File: src/rtl/systolic_pkg.sv
// Shared constants and types for the systolic array result path.
package systolic_pkg;

  localparam int N                = 4;
  localparam int ELEM_W           = 32;
  localparam int BEAT_W           = 64;
  localparam int BEATS_PER_MATRIX = (N * N) / 2;

  typedef enum logic [1:0] {
    IDLE = 2'd0,
    SEND = 2'd1,
    DONE = 2'd2
  } state_e;

endpackage

File: src/rtl/output_datapath_beat_counter.sv
// Beat counter for the unload path: advances on each accepted beat,
// flags the terminal beat and wraps back to zero after it.
module beat_counter #(
  parameter int COUNT = systolic_pkg::BEATS_PER_MATRIX,
  parameter int CW    = $clog2(COUNT)
) (
  input  logic          clk,
  input  logic          reset,
  input  logic          i_en,
  output logic [CW-1:0] o_count,
  output logic          o_tc
);

  localparam logic [CW-1:0] LAST = CW'(COUNT - 1);

  logic [CW-1:0] r_count;

  // Count accepted beats, returning to zero once the last beat goes out.
  always_ff @(posedge clk or posedge reset) begin
    if (reset) begin
      r_count <= '0;
    end else if (i_en) begin
      if (r_count == LAST) begin
        r_count <= '0;
      end else begin
        r_count <= r_count + 1'b1;
      end
    end
  end

  assign o_count = r_count;
  assign o_tc    = i_en && (r_count == LAST);

endmodule

File: src/rtl/output_datapath.sv
// Result unload path: captures the finished N x N matrix in one cycle and
// streams it out row-major, two elements per beat, under valid/ready.
module output_datapath #(
  parameter int N      = systolic_pkg::N,
  parameter int ELEM_W = systolic_pkg::ELEM_W,
  parameter int BEAT_W = systolic_pkg::BEAT_W
) (
  input  logic                  clk,
  input  logic                  reset,
  input  logic [N*N*ELEM_W-1:0] c_in,
  input  logic                  load_result,
  input  logic                  dest_ready,
  output logic                  src_valid,
  output logic [BEAT_W-1:0]     data_out,
  output logic                  tx_beat_done,
  output logic                  unload_done,
  output logic                  busy,
  output logic                  overrun
);

  import systolic_pkg::*;

  localparam int ELEMS = N * N;
  localparam int BEATS = ELEMS / 2;
  localparam int CW    = $clog2(BEATS);
  localparam int EW    = CW + 1;

  state_e              r_state;
  logic                r_srcValid;
  logic [BEAT_W-1:0]   r_dataOut;
  logic                r_unloadDone;
  logic                r_overrun;
  logic [ELEM_W-1:0]   r_buf [ELEMS];

  logic                w_accept;
  logic                w_capture;
  logic                w_lastBeat;
  logic [CW-1:0]       w_beatIdx;
  logic [CW-1:0]       w_nextIdx;
  logic [EW-1:0]       w_elemHi;
  logic [EW-1:0]       w_elemLo;
  logic [BEAT_W-1:0]   w_nextBeat;
  logic [BEAT_W-1:0]   w_firstBeat;

  assign w_accept  = r_srcValid && dest_ready;
  assign w_capture = load_result && (r_state == IDLE);

  beat_counter #(
    .COUNT (BEATS),
    .CW    (CW)
  ) u_beat_counter (
    .clk     (clk),
    .reset   (reset),
    .i_en    (w_accept),
    .o_count (w_beatIdx),
    .o_tc    (w_lastBeat)
  );

  // Beat k carries elements 2k and 2k+1 of the row-major matrix; the lower
  // column sits in the upper half of the beat.
  assign w_nextIdx   = w_beatIdx + 1'b1;
  assign w_elemHi    = {w_nextIdx, 1'b0};
  assign w_elemLo    = {w_nextIdx, 1'b1};
  assign w_nextBeat  = BEAT_W'({r_buf[w_elemHi], r_buf[w_elemLo]});
  assign w_firstBeat = BEAT_W'({c_in[0 +: ELEM_W], c_in[ELEM_W +: ELEM_W]});

  // Snapshot the whole result matrix when an idle capture is accepted.
  always_ff @(posedge clk or posedge reset) begin
    if (reset) begin
      for (int i = 0; i < ELEMS; i++) begin
        r_buf[i] <= '0;
      end
    end else if (w_capture) begin
      for (int i = 0; i < ELEMS; i++) begin
        r_buf[i] <= c_in[i*ELEM_W +: ELEM_W];
      end
    end
  end

  // Transfer FSM with registered valid, beat data, done pulse and overrun flag.
  always_ff @(posedge clk or posedge reset) begin
    if (reset) begin
      r_state      <= IDLE;
      r_srcValid   <= 1'b0;
      r_dataOut    <= '0;
      r_unloadDone <= 1'b0;
      r_overrun    <= 1'b0;
    end else begin
      r_unloadDone <= 1'b0;
      if (load_result && (r_state != IDLE)) begin
        r_overrun <= 1'b1;
      end
      case (r_state)
        IDLE: begin
          if (load_result) begin
            r_dataOut  <= w_firstBeat;
            r_srcValid <= 1'b1;
            r_state    <= SEND;
          end
        end
        SEND: begin
          if (w_accept) begin
            if (w_lastBeat) begin
              r_srcValid   <= 1'b0;
              r_dataOut    <= '0;
              r_unloadDone <= 1'b1;
              r_state      <= DONE;
            end else begin
              r_dataOut <= w_nextBeat;
            end
          end
        end
        DONE: begin
          r_state <= IDLE;
        end
        default: begin
          r_state    <= IDLE;
          r_srcValid <= 1'b0;
        end
      endcase
    end
  end

  assign src_valid    = r_srcValid;
  assign data_out     = r_dataOut;
  assign tx_beat_done = w_accept;
  assign unload_done  = r_unloadDone;
  assign busy         = (r_state != IDLE);
  assign overrun      = r_overrun;

endmodule
File: config.mk
export PLATFORM = sky130hd
export DESIGN_NAME = output_datapath
export DESIGN_NICKNAME = d
export VERILOG_FILES = /design/src/rtl/systolic_pkg.sv /design/src/rtl/output_datapath_beat_counter.sv /design/src/rtl/output_datapath.sv
export SDC_FILE = /design/constraint.sdc
export NUM_CORES = 2
export LEC_CHECK = 0
export ABC_AREA = 1
export BUFFER_PORTS_ARGS = -buffer_cell sky130_fd_sc_hd__buf_2
export CELL_PAD_IN_SITES_DETAIL_PLACEMENT = 0
export CELL_PAD_IN_SITES_GLOBAL_PLACEMENT = 1
export CORE_ASPECT_RATIO = 0.9
export CORE_MARGIN = 5
export CORE_UTILIZATION = 30
export CTS_CLUSTER_SIZE = 28
export DETAILED_ROUTE_END_ITERATION = 10
export GPL_ROUTABILITY_DRIVEN = 1
export GPL_TIMING_DRIVEN = 0
export PLACE_DENSITY_LB_ADDON = 0.08
export SYNTH_ARGS = -nofsm -noshare
export SYNTH_HDL_FRONTEND = slang
export SYNTH_SLANG_ARGS = --single-unit
export TNS_END_PERCENT = 20
File: constraint.sdc
create_clock -name clk -period 23 [get_ports clk]
set_input_delay 2.3 -clock clk [delete_from_list [all_inputs] [get_ports clk]]
set_output_delay 2.3 -clock clk [all_outputs]
set_load 0.02 [all_outputs]
## Yosys cells after proc, flatten, opt, wreduce, memory -nomap -nowiden

Index checks and enable logic that the tools add are counted.

| storage, ports and cells | value |
|---|---|
| bits of input ports | 516 |
| output and inout port bits | 69 |
| bits in registers | 584 |

| operators by class | value |
|---|---|
| mux-type cells | 22 |
| add/sub/neg operators | 1 |
| order comparisons | 2 |
| bitwise gates (word level) | 3 |
| eq/ne operators | 6 |
| reductions and logical operators | 10 |

Operator list:

| operator | number |
|---|---|
| $bmux 32 s4 | 2 |
| $mux 64 | 3 |
| $mux 32 | 4 |
| $pmux 64 s2 | 1 |
| $ge 5x5->1 const B | 2 |
| $not 4->5 | 2 |
| $mux 1 | 6 |
| $mux 2 | 3 |
| $reduce_and 3->1 | 2 |
| $logic_and 1x1->1 | 4 |
| $ne 2x1->1 const B | 2 |
| $pmux 2 s2 | 1 |
| $reduce_and 4->1 | 1 |
| $reduce_bool 2->1 | 2 |
| $add 3x1->3 const B | 1 |
| $eq 3x3->1 const B | 1 |
| $mux 3 | 1 |
| $pmux 1 s3 | 1 |
| $eq 2x1->1 const B | 1 |
| $eq 2x2->1 const B | 1 |
| $logic_not 2->1 | 1 |
| $ne 2x2->1 const B | 1 |
| $not 1->1 | 1 |

## Depth between registers and ports, before layout

| depth | value |
|---|---|
| depth in word-level cells | 8 |
| depth in mapped cells | 9 |
| depth with buffers taken out | 7 |

## Modules after synthesis

Synthesis repeated with hierarchy kept, for this count alone.

| unflattened totals | value |
|---|---|
| cell total of the unflattened synthesis | 3,372 |
| area, all modules | 27,239.9 µm² |

By module, submodules not included:

| module | area an instance (µm²) | instances | cells each | seq. area each (µm²) |
|---|---|---|---|---|
| output_datapath | 27,087.2 | 1 | 3,353 | 14,538.9 |
| beat_counter | 152.6 | 1 | 19 | 75.1 |

## Worst setup path before layout

Ideal clock, no wire load.

| timing path | value |
|---|---|
| path kind | input port to output port |
| start | input port dest_ready |
| end | output port tx_beat_done |
| stages | 2 |
| required time | 20.700 ns |
| setup slack | 18.147 ns |
| data arrival time | 2.553 ns |
| cell sequence | nand2_2 inv_1 |

| between the ends | value |
|---|---|
| longest elaborated chain between the ends | 1 |

Ends and longest elaborated chain:

| element | line | text |
|---|---|---|
| start: declaration | output_datapath.sv:12 | `input logic dest_ready,` |
| $logic_and 1x1->1 | output_datapath.sv:45 | `assign w_accept = r_srcValid && dest_ready;` |
| end: declaration | output_datapath.sv:15 | `output logic tx_beat_done,` |

Every way passes these cells.

## Final worst setup path

Same ends and word-level chain as after synthesis.

==> impl_results.html <==
<table>
<tr><th>Metric</th><th>Value</th></tr>
<tr><th colspan="2">Floorplan</th></tr>
<tr><td>Die Wd</td><td>328.7 um</td></tr>
<tr><td>Chip height</td><td>296.8 um</td></tr>
<tr><td>Ports placed on the boundary</td><td>585</td></tr>
<tr><td>Initial Util</td><td>30.16%</td></tr>
<tr><td>Die area</td><td>97540 sq um</td></tr>
<tr><td>Placeable Area</td><td>90910 sq um</td></tr>
<tr><td>Placement row count</td><td>105</td></tr>
<tr><th colspan="2">Synthesis</th></tr>
<tr><td>Top-count cell post-synth</td><td>sky130_fd_sc_hd__nand2_1</td></tr>
<tr><td>Synthesized area divided by synthesized cell count</td><td>7.729 sq um</td></tr>
<tr><td>Primary FF master, synth</td><td>sky130_fd_sc_hd__dfrtp_1</td></tr>
<tr><td>Post-synthesis async set-or-reset flop share</td><td>100.0%</td></tr>
<tr><td>Top cells by area, synth</td><td>sky130_fd_sc_hd__dfrtp_1 53%, sky130_fd_sc_hd__nand2_1 14%, sky130_fd_sc_hd__o21ai_0 8.1%, sky130_fd_sc_hd__nand3_1 8.0%, sky130_fd_sc_hd__inv_1 7.0%</td></tr>
<tr><td>Number of enable flip-flop cells after synthesis</td><td>0</td></tr>
<tr><td>Commonest cells in the netlist</td><td>1047 x sky130_fd_sc_hd__nand2_1, 584 x sky130_fd_sc_hd__dfrtp_1, 511 x sky130_fd_sc_hd__inv_1</td></tr>
<tr><td>Post-synthesis register bit count</td><td>584</td></tr>
<tr><td>Total nets after synthesis</td><td>4065</td></tr>
<tr><td>Warning count from the yosys run</td><td>0</td></tr>
<tr><td>Syn Std Cell Area</td><td>27420 sq um</td></tr>
<tr><td>Distinct cell type count after synthesis</td><td>22</td></tr>
<tr><td>Synth top area share</td><td>53.30%</td></tr>
<tr><td>Dominant cell type by area after synthesis</td><td>sky130_fd_sc_hd__dfrtp_1</td></tr>
<tr><td>Cells after synthesis</td><td>3547</td></tr>
<tr><td>Sequential-to-total area share from yosys stat</td><td>53.30%</td></tr>
<tr><th colspan="2">Pwr</th></tr>
<tr><td>Power density normalized to cell area</td><td>153.3 nW/um^2</td></tr>
<tr><td>Total power draw</td><td>5.229 mW</td></tr>
<tr><td>Leak pwr</td><td>17.21 nW</td></tr>
<tr><td>Max IR drop VDD</td><td>65.72 uV</td></tr>
<tr><th colspan="2">Timing</th></tr>
<tr><td>Endpoints failing setup</td><td>0</td></tr>
<tr><td>Count of pins over their slew limit</td><td>0</td></tr>
<tr><td>Total negative slack for setup checks</td><td>0 ps</td></tr>
<tr><td>Number of endpoints with negative hold slack in the final report</td><td>0</td></tr>
<tr><td>Worst setup skew after layout</td><td>17.51 ps</td></tr>
<tr><td>Worst-Margin Slew</td><td>1170 ps</td></tr>
<tr><td>Maximum clock rate</td><td>191.2 MHz</td></tr>
<tr><td>Post-route minimum period</td><td>5229 ps</td></tr>
<tr><td>Ratio of final minimum period to clock period</td><td>22.74%</td></tr>
<tr><td>Max-slew headroom</td><td>22.02%</td></tr>
<tr><td>RSZ-0062 raised after global routing</td><td>false</td></tr>
<tr><td>Final setup margin</td><td>17770 ps</td></tr>
<tr><th colspan="2">Global routing</th></tr>
<tr><td>Antenna violations before repair</td><td>31</td></tr>
<tr><td>Overall global routing resource usage</td><td>25.21%</td></tr>
<tr><td>Via count of the first global-routing pass</td><td>26530</td></tr>
<tr><td>Overflow after GRT</td><td>0</td></tr>
<tr><td>First-pass GRT wire length</td><td>180700 um</td></tr>
<tr><td>Largest net degree at the start of global routing</td><td>112</td></tr>
<tr><th colspan="2">Detailed routing</th></tr>
<tr><td>Final routed DRC violation total</td><td>0</td></tr>
<tr><td>Post-route antenna net violation count</td><td>0</td></tr>
<tr><td>Routed length per instance</td><td>22.88 um</td></tr>
<tr><td>Wl on met1</td><td>55560 um</td></tr>
<tr><td>Amount of wire on met3 after detailed routing</td><td>7418 um</td></tr>
<tr><td>Vias post-DR</td><td>25820</td></tr>
<tr><td>Number of search-and-repair iterations in the first detailed-routing pass</td><td>5</td></tr>
<tr><td>Drt first-iter violations</td><td>1675</td></tr>
<tr><td>Per-cell via count in the routed design</td><td>4.707</td></tr>
<tr><td>Detailed route wirelength on metal2</td><td>59110 um</td></tr>
<tr><td>Total Routed Length</td><td>125500 um</td></tr>
<tr><td>Top Layer Used</td><td>met5</td></tr>
<tr><th colspan="2">Setup path</th></tr>
<tr><td>CP Max Fanout</td><td>6</td></tr>
<tr><td>Req. time, crit path</td><td>20700 ps</td></tr>
<tr><td>CP startpoint kind</td><td>primary input</td></tr>
<tr><td>Type of destination of the critical path</td><td>output pin</td></tr>
<tr><td>Arrival time of data at the critical path endpoint</td><td>2930 ps</td></tr>
<tr><td>Path type of the worst setup path</td><td>primary input to output pin</td></tr>
<tr><th colspan="2">Placed design</th></tr>
<tr><td>Half-perimeter wire length of the detailed placement result</td><td>95370 um</td></tr>
<tr><td>GPL Wtd Cong</td><td>0.8154</td></tr>
<tr><td>Worst slack at placement</td><td>17770 ps</td></tr>
<tr><td>Port buffer count</td><td>584</td></tr>
<tr><td>Placed Cells</td><td>5366</td></tr>
<tr><th colspan="2">Final layout</th></tr>
<tr><td>Filler cells</td><td>10130</td></tr>
<tr><td>Final Instance Count excl. Fillers</td><td>5486</td></tr>
<tr><td>Net count of the finished layout</td><td>4725</td></tr>
<tr><td>Syn-to-layout area delta</td><td>24.42%</td></tr>
<tr><td>Layout cell share with drive strength beyond 1</td><td>19.59%</td></tr>
<tr><td>Final cell utilization of the core</td><td>37.52%</td></tr>
<tr><th colspan="2">Run status</th></tr>
<tr><td>Result of the run</td><td>finished, final reports clean</td></tr>
<tr><th colspan="2">Clock network</th></tr>
<tr><td>TritonCTS clock tree</td><td>built</td></tr>
<tr><td>Hold-fix buffers at CTS</td><td>0</td></tr>
<tr><td>Root buf cell</td><td>sky130_fd_sc_hd__clkbuf_16</td></tr>
<tr><td>Buffer levels on the longest clock path</td><td>3</td></tr>
<tr><td>Clock network latency to the later pin of the worst-skew pair</td><td>620 ps</td></tr>
<tr><td>Clock-pin transition on the worst setup and hold timing paths</td><td>60 ps</td></tr>
<tr><td>Num CTS Buffers</td><td>69</td></tr>
<tr><td>Max H-tree Level</td><td>3</td></tr>
<tr><td>Number of post-CTS setup repair buffers</td><td>0</td></tr>
<tr><td>Gates resized, CTS repair</td><td>0</td></tr>
<tr><td>Clock Sink Count</td><td>584</td></tr>
<tr><th colspan="2">Run</th></tr>
<tr><td>Max-capacitance violation count</td><td>0</td></tr>
<tr><th colspan="2">Worst hold path</th></tr>
<tr><td>Worst hold path class</td><td>flop to flop</td></tr>
</table>
[worst max-delay path, stage by stage]
cell	delay [ps]
sky130_fd_sc_hd__buf_2	90
sky130_fd_sc_hd__nand2_2	100
sky130_fd_sc_hd__inv_1	150
sky130_fd_sc_hd__buf_2	270
[flip-flops by register name, indices dropped and copies added, names as in the netlist]
register,flops
overrun,1
data_out,64
u_beat_counter.o_count,3
src_valid,1
r_state,2
r_buf,512
unload_done,1
[layout by cell type (no fill, tap or decap), types with 71 or more instances in the layout]
master                         n
sky130_fd_sc_hd__nand3_1     440
sky130_fd_sc_hd__nand2_1    1047
sky130_fd_sc_hd__a21oi_1     128
sky130_fd_sc_hd__buf_2       704
sky130_fd_sc_hd__dfrtp_1     584
sky130_fd_sc_hd__clkbuf_16    71
sky130_fd_sc_hd__clkbuf_1    107
sky130_fd_sc_hd__o21ai_0     441
sky130_fd_sc_hd__o21ai_1      72
sky130_fd_sc_hd__inv_1       510
[path summary, 6_finish.rpt]
check | startpoint | endpoint | slack [ps] | cells after the start
max reg2reg | u_beat_counter.o_count[0] | data_out[6] | 19990 | 7
min | overrun | overrun | 460 | 1
max in group asynchronous | reset | r_buf[493] | 19190 | 5
min reg2reg | overrun | overrun | 460 | 1
max | dest_ready | tx_beat_done | 17770 | 4
min in group asynchronous | reset | r_buf[197] | 1750 | 2
[layer usage]
| metal | GRT usage (%) | up-vias |
|---|---|---|
| met5 | 0 | - |
| met1 | 34.07 | 12480 |
| met4 | 6.439 | 16 |
| li1 | - | 12420 |
| met3 | 4.648 | 167 |
| met2 | 41.91 | 743 |
[final cells by class]
cell class	count	area, sq um	area share, %
Sequential cell	584	14610	42.84
Buffer	239	1182	3.466
Timing Repair Buffer	589	3060	8.972
Tap cell	1230	1539	4.511
Antenna cell	10	25.02	0.07336
Clock buffer	104	2031	5.953
Clock inverter	6	33.78	0.09903
Multi-Input combinational cell	2207	9679	28.37
Inverter	517	1948	5.711
[through the flow]
step,hold slack (ps),instance area [sq um]
final,459.2,34110
after floorplan,442.2,27420
after global placement,444.5,31880
after detailed placement,445.3,32020
after global routing,498.1,34090
after CTS,458.5,34090
[report_power, final]
part | switching [mW] | internal (mW)
Sequential | 0.151 | 1.52
Combinational | 1.75 | 0.754
Clock | 0.449 | 0.604
Total | 2.35 | 2.88
[cells by family (layout without fill, tap and decap cells)]
| group | Yosys count | in the layout | synth area share [%] |
|---|---|---|---|
| AO/OA/AOI/OAI | 644 | 644 | 11.78 |
| adder cells (fa/ha/maj) | 2 | 2 | 0.09126 |
| buffers and inverters | 756 | 1455 | 11.39 |
| flip-flops | 584 | 584 | 53.30 |
| other | 0 | 10 | 0 |
| AND/OR/NAND/NOR | 1561 | 1561 | 23.43 |
(Power assumes the default switching activity.)
